### src/rtl/universal_shift_reg.sv
// Universal shift register: hold / shift / load / clear (optional rotate via UREG_ROTATE_EN)
// plus a self-timed LSB-first serializer that reports busy and a one-cycle done pulse.
module universal_shift_reg #(
  parameter int WIDTH = 4
) (
  input  logic             clk,
  input  logic             rst,
  input  logic             en,
  input  logic [2:0]       mode,
  input  logic [WIDTH-1:0] d,
  input  logic             sin_r,
  input  logic             sin_l,
  input  logic             start,
  output logic [WIDTH-1:0] q,
  output logic             sout_r,
  output logic             sout_l,
  output logic             busy,
  output logic             done,
  output logic [1:0]       state_dbg
);

  localparam int CW = (WIDTH > 2) ? $clog2(WIDTH) : 1;
  localparam logic [CW-1:0] LAST = CW'(WIDTH - 1);

  localparam logic [2:0] MODE_HOLD  = 3'b000;
  localparam logic [2:0] MODE_SHR   = 3'b001;
  localparam logic [2:0] MODE_SHL   = 3'b010;
  localparam logic [2:0] MODE_LOAD  = 3'b011;
  localparam logic [2:0] MODE_CLEAR = 3'b100;
`ifdef UREG_ROTATE_EN
  localparam logic [2:0] MODE_ROR   = 3'b101;
  localparam logic [2:0] MODE_ROL   = 3'b110;
`endif

  typedef enum logic [1:0] {
    IDLE  = 2'd0,
    SHIFT = 2'd1,
    DONE  = 2'd2
  } state_t;

  state_t          state;
  logic [CW-1:0]   cnt;

  // Handshake: start is a request sampled only in IDLE; busy is high for exactly
  // WIDTH cycles while q[0] streams the loaded word, then done pulses for one cycle.
  always_ff @(posedge clk or negedge rst) begin
    if (!rst) begin
      state <= IDLE;
      cnt   <= '0;
      q     <= '0;
      busy  <= 1'b0;
      done  <= 1'b0;
    end else begin
      case (state)
        IDLE: begin
          done <= 1'b0;
          if (start) begin
            q     <= d;
            cnt   <= '0;
            busy  <= 1'b1;
            state <= SHIFT;
          end else if (en) begin
            case (mode)
              MODE_HOLD:  q <= q;
              MODE_SHR:   q <= {sin_r, q[WIDTH-1:1]};
              MODE_SHL:   q <= {q[WIDTH-2:0], sin_l};
              MODE_LOAD:  q <= d;
              MODE_CLEAR: q <= '0;
`ifdef UREG_ROTATE_EN
              MODE_ROR:   q <= {q[0], q[WIDTH-1:1]};
              MODE_ROL:   q <= {q[WIDTH-2:0], q[WIDTH-1]};
`endif
              default:    q <= q;
            endcase
          end
        end
        SHIFT: begin
          // The last bit is already on sout_r, so the final edge leaves q untouched.
          if (cnt == LAST) begin
            busy  <= 1'b0;
            done  <= 1'b1;
            state <= DONE;
          end else begin
            q   <= {sin_r, q[WIDTH-1:1]};
            cnt <= cnt + 1'b1;
          end
        end
        DONE: begin
          done  <= 1'b0;
          state <= IDLE;
        end
        default: begin
          busy  <= 1'b0;
          done  <= 1'b0;
          state <= IDLE;
        end
      endcase
    end
  end

  assign sout_r    = q[0];
  assign sout_l    = q[WIDTH-1];
  assign state_dbg = state;

endmodule

### config.mk
export PLATFORM = sky130hd
export DESIGN_NAME = universal_shift_reg
export DESIGN_NICKNAME = d
export VERILOG_FILES = /design/src/rtl/universal_shift_reg.sv
export SDC_FILE = /design/constraint.sdc
export NUM_CORES = 1
export LEC_CHECK = 0
export ABC_AREA = 1
export CORE_MARGIN = 3
export CORE_UTILIZATION = 46
export DETAILED_ROUTE_END_ITERATION = 10
export PLACE_DENSITY = 0.82
export SLEW_MARGIN = 20
export SYNTH_ARGS = -nofsm -noshare
export SYNTH_HDL_FRONTEND = slang
export SYNTH_SLANG_ARGS = --single-unit
export TNS_END_PERCENT = 10
### constraint.sdc
create_clock -name clk -period 2.5 [get_ports clk]
set_input_delay 0.375 -clock clk [delete_from_list [all_inputs] [get_ports clk]]
set_output_delay 0.375 -clock clk [all_outputs]
set_load 0.03 [all_outputs]
# Word level (Yosys, flattened, before mapping)
# Index checks and enable logic that the tools add are counted.
op_classes:
  n_eq_ne: 12
  add_sub_neg: 1
  n_reduce_logical: 6
  mux: 16
  shift: 0
  n_bitwise: 1
  order_cmp: 0
  div_mod_pow: 0
  multipliers: 0
ops:
  columns: ["op", "count"]
  rows:
  - ["case mux 4 bit (4 select lines)", 1]
  - ["two-way mux 4 bit", 3]
  - ["two-way mux 2 bit", 4]
  - ["case mux 2 bit (2 select lines)", 2]
  - ["case mux 4 bit (2 select lines)", 1]
  - ["equality test 3 x 2 -> 1 bit (second input constant)", 2]
  - ["!= test 2 bit (second input constant)", 3]
  - ["!= test 6 x 2 -> 1 bit (second input constant)", 1]
  - ["AND reduction 3 bit", 2]
  - ["equality test 2 bit (second input constant)", 2]
  - ["two-way mux 1 bit", 4]
  - ["AND reduction 4 bit", 1]
  - ["equality test 3 x 1 -> 1 bit (second input constant)", 1]
  - ["equality test 3 bit (second input constant)", 1]
  - ["!= test 3 bit (second input constant)", 1]
  - ["case mux 1 bit (3 select lines)", 1]
  - ["adder 2 x 1 -> 2 bit (second input constant)", 1]
  - ["equality test 2 x 1 -> 1 bit (second input constant)", 1]
  - ["zero test 2 bit", 1]
  - ["AND reduction 2 bit", 1]
  - ["nonzero test 2 bit", 1]
  - ["inverter 1 bit", 1]
word_totals:
  in_bits: 13
  output_inout_bits: 10
  ramBits: 0
  wordCells: 41
  romBits: 0
  mem_count: 0
  latch_bits: 0
  regBits: 10

# Longest topological paths before layout
logic_depth:
  word_depth: 5
  mapped_depth: 9
  ltp_nobuf: 9

# Worst setup path before layout
# No wires, ideal clock.
synth_timing:
  kind: "register to register"
  start: "register state[0], in the netlist state_dbg[0]"
  end: "register q[2]"
  setup_ns: 0.117
  arrival_ns: 1.094
  path_stages_with_launch: 8
  period_less_slack_ns: 1.210
  n_path_buf: 0
  t_required_ns: 2.383
  setup_slack_ns: 1.290
  cell_sequence: "dfrtp_1 > nand2_1 > inv_1 > nor2_1 > nor2_1 > nor2_1 > nand2_1 > nand2_1"
synth_via:
  elab_chain_cells: 3
  elab_cells_between_ends: 8
  classes_between: "eq/ne (4); mux (1); reduce/logical (3)"
synth_lines:
  columns: ["item", "line_no", "text"]
  rows:
  - ["start, declared", "41", "state_t state;"]
  - ["start signal, assigned", "48", "state <= IDLE;"]
  - ["start signal, assigned", "61", "state <= SHIFT;"]
  - ["start signal, assigned", "82", "state <= DONE;"]
  - ["zero test 2 bit or equality test 2 x 1 -> 1 bit (tied branches)", "54", "case (state)"]
  - ["!= test 6 x 2 -> 1 bit (no source line) (tied with other cells)", null, null]
  - ["AND reduction 4 bit (no source line)", null, null]
  - ["end signal, assigned", "64", "MODE_HOLD: q <= q;"]
  - ["end signal, assigned", "65", "MODE_SHR: q <= {sin_r, q[WIDTH-1:1]};"]
  - ["end signal, assigned", "66", "MODE_SHL: q <= {q[WIDTH-2:0], sin_l};"]
  - ["end, declared", "14", "output logic [WIDTH-1:0] q,"]
# Several ways; a longest one is shown, not always the timed one.
# A chain may end at the register's enable or synchronous reset.

# Worst setup path in the final report
layout_timing:
  start: "register q[1]"
  end: "output port q[1]"
# No word-level cell between the ends.

==> impl_metrics.prom <==
# TYPE chip_impl_metric gauge
chip_impl_info{name="cpLargestDelayFamily",value="buffers and inverters"} 1
chip_impl_metric{name="worst-path-max-fanout",unit=""} 4
chip_impl_metric{name="achievable-frequency",unit="MHz"} 576
chip_impl_metric{name="nets",unit=""} 137
chip_impl_metric{name="cap_violations",unit=""} 0
chip_impl_info{name="crit-reg2reg-launch",value="state_dbg[1]"} 1
chip_impl_metric{name="sum_of_buffers_and_inverters_on_the_critical_path",unit=""} 1
chip_impl_metric{name="setup_viol",unit=""} 0
chip_impl_metric{name="fp.dieArea",unit="mm^2"} 0.00190
chip_impl_metric{name="tightest_pin_transition",unit="ns"} 0.430
chip_impl_info{name="cpMaxStageDelayCell",value="sky130_fd_sc_hd__clkdlybuf4s50_1"} 1
chip_impl_metric{name="post_synth_inst_count",unit=""} 98
chip_impl_metric{name="min_period_over_period",unit="%"} 69.4
chip_impl_metric{name="yosys.cell_types.count",unit=""} 16
chip_impl_metric{name="critical_path_cell_count",unit=""} 1
chip_impl_metric{name="detailed_place_hpwl",unit="um"} 1280
chip_impl_metric{name="synth-seq-area-share",unit="%"} 38.5
chip_impl_metric{name="synth_fp_nets",unit=""} 112
chip_impl_metric{name="maxSlewHeadroom",unit="%"} 71.2
chip_impl_metric{name="antenna-diode-count",unit=""} 0
chip_impl_metric{name="finalMaxSlewViolations",unit=""} 0
chip_impl_info{name="status",value="completed"} 1
chip_impl_metric{name="cellLeakagePower",unit="nW"} 0.459
chip_impl_metric{name="avgViaCountPerCell",unit=""} 5.04
chip_impl_metric{name="synth_seq_cells",unit=""} 10
chip_impl_info{name="crit_path_start_kind",value="flip-flop"} 1
chip_impl_metric{name="grt_pass1_wl",unit="um"} 2620
chip_impl_metric{name="syn-cell-area",unit="um^2"} 649
chip_impl_info{name="grt_setup_unrepaired",value="false"} 1
chip_impl_metric{name="skew",unit="ns"} 0.00311
chip_impl_metric{name="postRouteWirelength",unit="um"} 1610
chip_impl_metric{name="drive_gt1_share",unit="%"} 9.09
chip_impl_metric{name="ys_warn_count",unit=""} 0
chip_impl_metric{name="synth.top_cell.area_share",unit="%"} 38.5
chip_impl_metric{name="rr_worst_depth",unit=""} 7
chip_impl_metric{name="routed_wire_length_per_instance",unit="um"} 11.9
chip_impl_info{name="netlist_top_cells_area",value="sky130_fd_sc_hd__dfrtp_1 39%, sky130_fd_sc_hd__nand2_1 19%, sky130_fd_sc_hd__nand3_1 6.9%"} 1
chip_impl_metric{name="finalHoldViolCount",unit=""} 0
chip_impl_metric{name="antenna_found_initial",unit=""} 0
chip_impl_metric{name="detailroute.via_count",unit=""} 681
chip_impl_metric{name="globalRoute.totalOverflow",unit=""} 0
chip_impl_metric{name="clkTransAtPathRegs",unit="ns"} 0.06
chip_impl_metric{name="critical_path.max_stage_delay",unit="ns"} 0.69
chip_impl_metric{name="drt-pass1-iter-count",unit=""} 4
chip_impl_metric{name="stdcell_count",unit=""} 135
chip_impl_metric{name="cts_max_level",unit=""} 1
chip_impl_metric{name="design.core.area",unit="mm^2"} 0.00122
chip_impl_metric{name="dr.first_iter.drc_count",unit=""} 19
chip_impl_metric{name="initial_core_util",unit="%"} 53.4
chip_impl_metric{name="cts.repair.resized",unit=""} 0
chip_impl_info{name="timing.critical_path.to_type",value="primary output"} 1
chip_impl_metric{name="gp_congestion",unit=""} 0.821
chip_impl_info{name="timing.setup.critical_path_class",value="flip-flop to primary output"} 1
chip_impl_info{name="timing.critical_path.cells",value="clkdlybuf4s50_1"} 1
chip_impl_info{name="reg2reg_capture_point",value="cnt[1]"} 1
chip_impl_metric{name="detail-route-antenna-nets",unit=""} 0
chip_impl_info{name="netlist.top_cell.by_area",value="sky130_fd_sc_hd__dfrtp_1"} 1
chip_impl_metric{name="setup_tns",unit="ns"} 0
chip_impl_metric{name="postCtsSetupBuffers",unit=""} 0
chip_impl_metric{name="tmin_final",unit="ns"} 1.74
chip_impl_info{name="clock-root-buffer",value="sky130_fd_sc_hd__clkbuf_4"} 1
chip_impl_info{name="layout_common_cells",value="33 x sky130_fd_sc_hd__nand2_1, 22 x sky130_fd_sc_hd__clkdlybuf4s50_1, 12 x sky130_fd_sc_hd__inv_1, 12 x sky130_fd_sc_hd__nor2_1, 10 x sky130_fd_sc_hd__dfrtp_1"} 1
chip_impl_metric{name="place.port_buffers",unit=""} 22
chip_impl_metric{name="area_delta_synth_final",unit="%"} 37.8
chip_impl_metric{name="place.detailed.instances",unit=""} 132
chip_impl_metric{name="cts_made_buffers",unit=""} 3
chip_impl_info{name="hold_path_class",value="primary input to asynchronous set/reset pin"} 1
chip_impl_metric{name="number_of_global_route_vias_before_repair",unit=""} 625
chip_impl_metric{name="num_io_pins",unit=""} 23
chip_impl_info{name="most_common_cell_after_layout_fill_and_taps_aside",value="sky130_fd_sc_hd__nand2_1"} 1
chip_impl_metric{name="cts.path.max_buffers",unit=""} 2
chip_impl_metric{name="total_cell_area_at_the_placement_stage",unit="um^2"} 872
chip_impl_metric{name="die_height",unit="um"} 43.6
chip_impl_metric{name="synth.avg_cell_area",unit="um^2"} 6.63
chip_impl_metric{name="required",unit="ns"} 2.12
chip_impl_metric{name="floorplan_row_count",unit=""} 12
chip_impl_metric{name="timing.critical_path.arrival",unit="ns"} 1.36
chip_impl_metric{name="postCtsHoldBufs",unit=""} 0
chip_impl_metric{name="post-route-cell-area",unit="um^2"} 895
chip_impl_metric{name="pin_count_of_the_biggest_net_entering_global_routing",unit=""} 11
chip_impl_metric{name="grt_use_total",unit="%"} 18.8
chip_impl_metric{name="reg2reg_slack",unit="ns"} 1.26
chip_impl_metric{name="route.detailed.drc",unit=""} 0
chip_impl_metric{name="clock_sinks",unit=""} 10
chip_impl_metric{name="clkLatencyLatePin",unit="ns"} 0.26
chip_impl_metric{name="peakVddDrop",unit="mV"} 0.722
chip_impl_metric{name="fin_total_pwr",unit="mW"} 1.07
chip_impl_metric{name="power_density",unit="mW/mm^2"} 1200
chip_impl_metric{name="die-width",unit="um"} 43.6
chip_impl_info{name="tritoncts_clock_tree",value="done"} 1
worst max path at each step:
stage                      start           end  slack [ns]
finish                      q[1]          q[1]        0.76
detailed placement       mode[2]          q[1]        0.78
CTS                 state_dbg[0]  state_dbg[0]        0.76
floorplan           state_dbg[0]          q[2]        1.29
global route                q[1]          q[1]        0.72
global placement         mode[2]          q[0]        0.81
kinds of logic (layout without fill, tap and decap cells):
kind of cell	count (synthesis)	in the layout	share of synthesized area, %
and+or+nand+nor	62	62	42.0
buffers and inverters	15	38	9.82
adders and majority gates	1	1	1.93
DFF	10	10	38.5
AOI/OAI and AO/OA	10	10	7.71
layer usage:
| layer | global-route usage [%] | share of wire, % |
|---|---|---|
| met5 | 0 | 0 |
| met4 | 11.4 | 2.7 |
| met3 | 4.15 | 4.4 |
| met2 | 29.7 | 48 |
| met1 | 23.3 | 45 |
stage by stage:
stage               worst slack, ns  hold slack, ns  utilization (%)
detailed placement            0.780           0.478             71.7
finish                        0.765           0.413             73.6
global placement              0.807           0.454             71.7
CTS                           0.760           0.436             73.6
global route                  0.721           0.445             73.6
floorplan                      1.29          0.0794                -
flip-flops by register name, summed over array words and instances (netlist names):
name and cells:
state_dbg 2, busy 1, q 4, cnt 2
done 1
Yosys cell counts (all sizes together):
cell type and n:
dfrtp 10, nand2 35, o21ai 7, nand4 1
nand3 10, nor2 12, a21oi 3, or2 4
ha 1, buf 2, inv 13
where the power goes:
group	switching, mW	internal, mW	leakage (nW)
clock	0.0517	0.0555	0.0138
sequential	0.0634	0.241	0.121
combinational	0.404	0.254	0.324
total	0.519	0.551	0.459
final cells by class:
type                            count  area, um^2
Multi-Input combinational cell     73         335
Fill cell                         100         322
Sequential cell                    10         250
Timing Repair Buffer               22         220
Inverter                           13        48.8
Clock buffer                        3        22.5
Tap cell                           14        17.5
No activity file was read; power rests on OpenSTA's default activity.
